==> src/rtl/seg_scan_ctrl.sv <==
// Scan controller for an 8-digit multiplexed 7-segment display. It latches the
// display inputs once per frame, drives one digit per slot and handles blanking and blinking.
module seg_digit_dec (
  input  logic [3:0] nib,
  output logic [6:0] seg
);
  always_comb begin
    seg = 7'h00;
    case (nib)
      4'h0: seg = 7'h3F;
      4'h1: seg = 7'h06;
      4'h2: seg = 7'h5B;
      4'h3: seg = 7'h4F;
      4'h4: seg = 7'h66;
      4'h5: seg = 7'h6D;
      4'h6: seg = 7'h7D;
      4'h7: seg = 7'h07;
      4'h8: seg = 7'h7F;
      4'h9: seg = 7'h6F;
      4'hA: seg = 7'h40;
      default: seg = 7'h00;
    endcase
  end
endmodule

module seg_scan_ctrl #(
  parameter int CLK_DIV     = 50000,
  parameter int BLINK_DIV   = 32,
  parameter bit SEG_ACT_LOW = 1'b1,
  parameter bit AN_ACT_LOW  = 1'b1
) (
  input  logic        clk,
  input  logic        rst,
  input  logic        en,
  input  logic [31:0] number,
  input  logic [7:0]  dp_list,
  input  logic [7:0]  blink_mask,
  output logic [7:0]  seg,
  output logic [7:0]  an,
  output logic [2:0]  digit_idx,
  output logic        frame_done
);
  localparam int DIV_W = (CLK_DIV > 2) ? $clog2(CLK_DIV) : 1;
  localparam int BLK_W = (BLINK_DIV > 1) ? $clog2(BLINK_DIV) : 1;
  localparam logic [DIV_W-1:0] DIV_MAX = DIV_W'(CLK_DIV - 1);
  localparam logic [BLK_W-1:0] BLK_MAX = BLK_W'(BLINK_DIV - 1);
  localparam logic [7:0] SEG_OFF = SEG_ACT_LOW ? 8'hFF : 8'h00;
  localparam logic [7:0] AN_OFF  = AN_ACT_LOW  ? 8'hFF : 8'h00;

  logic [DIV_W-1:0] div_cnt;
  logic [BLK_W-1:0] blink_cnt;
  logic             blink_phase;
  logic [31:0]      shadow_number;
  logic [7:0]       shadow_dp, shadow_blink;
  logic [7:0][6:0]  dec_seg;
  logic [7:0]       seg_raw, an_raw;
  logic             tick, wrap;

  // one decoder per digit position, selected by digit_idx below
  for (genvar i = 0; i < 8; i++) begin : g_dec
    seg_digit_dec u_dec (.nib(shadow_number[4*i +: 4]), .seg(dec_seg[i]));
  end

  assign tick = (div_cnt == DIV_MAX);
  assign wrap = tick && (digit_idx == 3'd7);

  always_comb begin
    seg_raw = {shadow_dp[digit_idx], dec_seg[digit_idx]};
    if (blink_phase && shadow_blink[digit_idx]) seg_raw = 8'h00;
    an_raw = 8'b1 << digit_idx;
  end

  always_ff @(posedge clk or posedge rst) begin
    if (rst) begin
      div_cnt       <= '0;
      digit_idx     <= '0;
      blink_cnt     <= '0;
      blink_phase   <= 1'b0;
      shadow_number <= '0;
      shadow_dp     <= '0;
      shadow_blink  <= '0;
      frame_done    <= 1'b0;
      seg           <= SEG_OFF;
      an            <= AN_OFF;
    end else if (!en) begin
      // shadows track inputs so the first frame after enable shows fresh data
      div_cnt       <= '0;
      digit_idx     <= '0;
      blink_cnt     <= '0;
      blink_phase   <= 1'b0;
      shadow_number <= number;
      shadow_dp     <= dp_list;
      shadow_blink  <= blink_mask;
      frame_done    <= 1'b0;
      seg           <= SEG_OFF;
      an            <= AN_OFF;
    end else begin
      div_cnt    <= tick ? '0 : div_cnt + 1'b1;
      frame_done <= wrap;
      if (tick) digit_idx <= digit_idx + 1'b1;
      if (wrap) begin
        shadow_number <= number;
        shadow_dp     <= dp_list;
        shadow_blink  <= blink_mask;
        if (blink_cnt == BLK_MAX) begin
          blink_cnt   <= '0;
          blink_phase <= ~blink_phase;
        end else begin
          blink_cnt <= blink_cnt + 1'b1;
        end
      end
      seg <= SEG_ACT_LOW ? ~seg_raw : seg_raw;
      an  <= AN_ACT_LOW  ? ~an_raw  : an_raw;
    end
  end
endmodule
==> config.mk <==
export PLATFORM = sky130hd
export DESIGN_NAME = seg_scan_ctrl
export DESIGN_NICKNAME = d
export VERILOG_FILES = /design/src/rtl/seg_scan_ctrl.sv
export SDC_FILE = /design/constraint.sdc
export NUM_CORES = 1
export LEC_CHECK = 0
export ABC_CLOCK_PERIOD_IN_PS = 5650
export CORE_MARGIN = 8
export CORE_UTILIZATION = 60
export DETAILED_ROUTE_END_ITERATION = 12
export PLACE_DENSITY = 0.86
export RECOVER_POWER = 100
export SYNTH_ARGS = -nofsm -noshare
export SYNTH_HDL_FRONTEND = slang
export SYNTH_SLANG_ARGS = --single-unit
==> constraint.sdc <==
create_clock -name clk -period 5.65 [get_ports clk]
set_input_delay 1.4125 -clock clk [delete_from_list [all_inputs] [get_ports clk]]
set_output_delay 1.4125 -clock clk [all_outputs]
set_load 0.01 [all_outputs]
# == Yosys cells after proc, flatten, opt, wreduce, memory -nomap -nowiden ==
# Memory sizes are Yosys's and may differ from the RTL's.
# Index checks and enable logic that the tools add are counted.
# Widths: inputs -> output; s select.
# classes
add_sub_neg,3
n_lt_le_gt_ge,1
eq_ne,6
shift,1
muxes,26
bitwise_logic,3
n_reduce_logical,3
# op_table
op,count
$mux 32,2
$mux 8,7
$mux 16,2
$bmux 7 s3,1
$add 16x1->16 const B,1
$eq 16x16->1 const B,1
$not 8->8,2
$mux 5,3
$shl 1x3->8 const A,1
$mux 7,1
$bmux 1 s3,2
$mux 1,6
$mux 3,2
$ne 2x1->1 const B,3
$add 5x1->5 const B,1
$eq 5x5->1 const B,1
$lt 3x4->1 const B,1
$add 3x1->3 const B,1
$eq 3x3->1 const B,1
$logic_and 1x1->1,2
$reduce_and 2->1,1
$not 1->1,1
# word_totals
ff_bits,90
mem_bits_ro,896
input_bits,51
output_inout_bits,20
n_memories,8
# mem_list
memory,depth,word_bits,rd,rd_clocked_by_memory_dff,wr,line_no,text
(no name shown),16,7,1,0,0,9,case (nib)
(no name shown),16,7,1,0,0,9,
(no name shown),16,7,1,0,0,9,
(no name shown),16,7,1,0,0,9,
(no name shown),16,7,1,0,0,9,
(no name shown),16,7,1,0,0,9,
+2 memories,-,-,-,-,-,-,

# == Logic depth before layout (Yosys ltp) ==
# depth
depth_word,6
depth_mapped,9

# == Cells and area by module ==
# Synthesis repeated with hierarchy kept, for this count alone.
# unflattened
hier_cells,541
area_unflattened_um2,5824.3
# by_module_without_submodules
module,n_inst,cells_per_inst,area_per_inst_um2,seq_area_each_um2
seg_scan_ctrl,1,323,4200.3,2272.2
seg_digit_dec (g_dec[1].u_dec ...),7,27,201.4,0.0
seg_digit_dec (g_dec[0].u_dec),1,29,214.0,0.0

# == Worst setup path before layout ==
# No wires, ideal clock.
# synth_timing
path_kind,input to register
start,input port en
end,register shadow_number[10]
t_arrival_ps,2277
setup_slack_ps,3249
stages,5
path_buffers,3
path_cell_list,clkbuf_1 nand2_2 buf_6 buf_6 mux2_2
# synth_between
elab_chain_cells,1
word_cells_on_any_way,2
# synth_lines
element,line_no,text
"start, declared",34,"input logic en,"
$ne 2x1->1 (no line) or $mux 32 (tied branches),-,
"end signal, assigned",91,shadow_number <= number;
"end signal, assigned",102,shadow_number <= number;
"end, declared",53,logic [31:0] shadow_number;
# Parallel ways exist; a longest one is shown, timed or not.
# A chain may end at the register's enable or synchronous reset.

# == Final worst setup path ==
# Ends and elaborated chain as after synthesis.

==> results.tsv <==
metric	value	unit
switching portion of total power	0.310	
Sum Neg Setup Slack	0	ns
DIE AREA	12600	um^2
Net Switching	455	uW
Data arrival, critical path	4.06	ns
Filler cells	706	
via count of the routed design	4313	
total congestion overflow	0	
Flop pwr share	0.512	
worst-case clock skew	0.0137	ns
latest clock arrival within the worst-skew pair	0.37	ns
library cell occupying the most area in the post-synthesis netlist	sky130_fd_sc_hd__dfrtp_1	
crit path max fanout	48	
async set-or-reset flop fraction in the synthesized netlist	1.00	
DP HPWL	8950	um
TritonCTS Buffers	9	
number of search-and-repair iterations in the first detailed-routing pass	6	
Layout Nets	711	
total count of max-transition violations in the final report	91	
fraction of layout cells with a size suffix above 1	0.161	
Die X	112	um
total nets after synthesis	658	
number of vias per cell after detailed routing	5.93	
Hold-fix buffers, CTS	0	
share of the yosys chip area belonging to registers	0.410	
Critical Path Source Type	input pin	
setup repair after global routing missed its margin	no	
largest net degree at the start of global routing	51	
antenna cells	0	
total of flip-flops plus latches after synthesis	90	
endpoint required time on the critical path	5.90	ns
cells resized by post-CTS repair	0	
internal cell power	1.01	mW
count of endpoints failing setup in the final report	0	
Slowest Stage Delay on Critical Path	1.16	ns
clock slew seen by the registers of the worst setup and hold paths	0.10	ns
count of endpoints failing hold in the final timing report	0	
TritonCTS clock tree	yes	
Min-Delay Path Depth	1	
crit path time final	3.81	ns
static leakage	2.76	nW
Max VDD drop	0.113	mV
total number of cells along the worst setup path	3	
total number of H-tree levels	3	
total power per unit cell area	228	nW/um^2
result of the run	finished, violations left	
wire length of the first global-routing pass	20800	um
leading post-synthesis cells by cell area	sky130_fd_sc_hd__dfrtp_1, sky130_fd_sc_hd__ha_1, sky130_fd_sc_hd__mux2_2	
Final ANT Viol Nets	0	
Syn. warnings	0	
initial detailed-routing violation count	226	
average wire per cell in the routed design	16.7	um
actual transition at the worst max-transition pin	1.93	ns
Starting Density	0.609	
Final Core Density	0.707	
max_cap viols	2	
clock root buffer	sky130_fd_sc_hd__clkbuf_8	
area post-placement	6250	um^2
violated checks	capacitance limit, slew limit	
I/O pins	71	
cell count after synthesis	558	
Chip Height	112	um
CP cell instances	dlygate4sd3_1 > nand2_1 > mux2_1	
Syn Area/Cell	9.93	um^2
Area Overhead vs Synth	16.1	%
netlist area before placement	5540	um^2
part of the total power dissipated in combinational logic	0.191	
total setup buffers inserted after CTS	0	
Worst Path Buf+Inv	1	
worst hold-check path type	reg -> reg	
clock net sink count	90	
clock share of power	0.298	
relative max-transition margin	-0.290	
GRT Util Overall	0.201	
drc violations	0	
primary flip-flop cell chosen by synthesis mapping	sky130_fd_sc_hd__dfrtp_1	
largest delay contributor family on the critical path	simple AND/OR/NAND/NOR gates	
gp weighted congestion	0.838	
cell row count	35	
depth of the worst register-to-register path	7	
number of enable-type register cells in the synthesized netlist	0	
I/O Buffers	70	
core footprint	9110	um^2
initial antenna violation count	0	
count of distinct cell types in the synthesized netlist	45	
maximum clock insertion buffer count	2	
post-route cell area	6440	um^2
cell with the biggest individual delay on the critical path	sky130_fd_sc_hd__nand2_1	
number of global-route vias before repair	4472	
final critical-path share of the clock period	0.675	
total design power	1.47	mW
Critical Path End Type	flip-flop	
peak clock frequency supported by timing	0.262	GHz
routed wire length	12100	um
area fraction of the dominant cell type after synthesis	0.334	
Critical Setup Path Class	in -> reg	
==> worst paths after layout <==
path / start / end / slack [ns]
setup reg to reg: digit_idx[0] / shadow_dp[0] / 1.96
max in group asynchronous: rst / shadow_dp[7] / 1.87
hold / removal: shadow_dp[6] / shadow_dp[6] / 0.51
min in group asynchronous: rst / shadow_dp[1] / 1.95
setup / recovery: en / shadow_number[10] / 1.84
hold reg to reg: shadow_dp[6] / shadow_dp[6] / 0.51
==> registers in the layout, indices dropped and copies added (netlist names) <==
signal         count
blink_phase        1
shadow_number     32
blink_cnt          5
digit_idx          3
seg                8
shadow_blink       8
an                 8
frame_done         1
div_cnt           16
shadow_dp          8
==> placed cells by master, fill, tap and decap left out, types with 5 or more instances in the layout <==
cell type,count
sky130_fd_sc_hd__a21oi_1,30
sky130_fd_sc_hd__inv_1,43
sky130_fd_sc_hd__clkbuf_8,9
sky130_fd_sc_hd__nand2b_1,27
sky130_fd_sc_hd__dlygate4sd3_1,22
sky130_fd_sc_hd__o22ai_1,21
sky130_fd_sc_hd__ha_1,49
sky130_fd_sc_hd__nand3_1,11
sky130_fd_sc_hd__o32ai_1,12
sky130_fd_sc_hd__or2_2,8
sky130_fd_sc_hd__dfrtp_1,74
sky130_fd_sc_hd__nand2_1,32
sky130_fd_sc_hd__xor2_1,7
sky130_fd_sc_hd__mux2_2,47
sky130_fd_sc_hd__and3_1,7
sky130_fd_sc_hd__nor2_1,43
sky130_fd_sc_hd__a211oi_1,10
sky130_fd_sc_hd__mux4_2,5
sky130_fd_sc_hd__xnor2_1,9
sky130_fd_sc_hd__clkdlybuf4s50_1,48
sky130_fd_sc_hd__o21ai_0,40
sky130_fd_sc_hd__dfstp_2,16
==> worst register-to-register path, delay by kind of cell (launching register included) <==
kind	cells	cell delay, ns
AND/OR/NAND/NOR	2	1.77
multiplexers	1	0.47
flip-flops	1	0.33
buffers and inverters	2	0.47
adder cells (fa/ha/maj)	2	0.53
==> per-layer routing <==
layer | GRT usage | routed length (um)
met5 | 0 | 0
met4 | 0.0980 | 382
met3 | 0.0338 | 680
met2 | 0.346 | 6200
met1 | 0.240 | 4880
==> metrics by stage <==
stage / hold slack, ns / setup slack (ns) / instances
finish: 0.511 / 1.84 / 727
global route: 0.526 / 1.40 / 727
CTS: 0.516 / 2.49 / 727
detailed placement: 0.491 / 2.23 / 711
global placement: 0.485 / 2.28 / 711
floorplan: 0.475 / 1.93 / 558
==> cells by family after synthesis <==
family,synth area share
and+or+nand+nor,0.140
AOI/OAI and AO/OA,0.136
DFF,0.410
buffers and inverters,0.0567
muxes,0.121
adders and majority gates,0.111
xor gates and xnor gates,0.0253
==> power groups by stage <==
stage / combinational (mW) / sequential, mW / clock, mW
after global placement: 0.266 / 0.757 / 0
after CTS: 0.282 / 0.749 / 0.440
after floorplan: 0.207 / 0.731 / 0
after global routing: 0.314 / 0.760 / 0.463
after detailed placement: 0.279 / 0.761 / 0
final: 0.280 / 0.749 / 0.436
==> synthesized netlist by cell type, drive strengths merged, types with 3 or more instances <==
library cell   n
xor2           7
dfrtp         74
nand4          4
dfstp         16
inv           44
xnor2          9
nand2b        27
clkbuf        23
a21oi         30
or2            9
and3           7
a31oi          3
nand3         11
mux4           5
o21ai         40
o22ai         21
o211ai         3
o32ai         12
ha            49
nand2         32
nor2b          3
nor2          43
mux2          48
a211oi        10
buf            7
==> cell type report <==
class / instances / area, um^2 / area share
Clock buffer: 9 / 124 / 0.0192
Clock inverter: 7 / 65.1 / 0.0101
Inverter: 45 / 170 / 0.0264
Multi-Input combinational cell: 393 / 2950 / 0.459
Sequential cell: 90 / 2270 / 0.353
Tap cell: 111 / 139 / 0.0216
Timing Repair Buffer: 72 / 713 / 0.111
(Power assumes the default switching activity.)
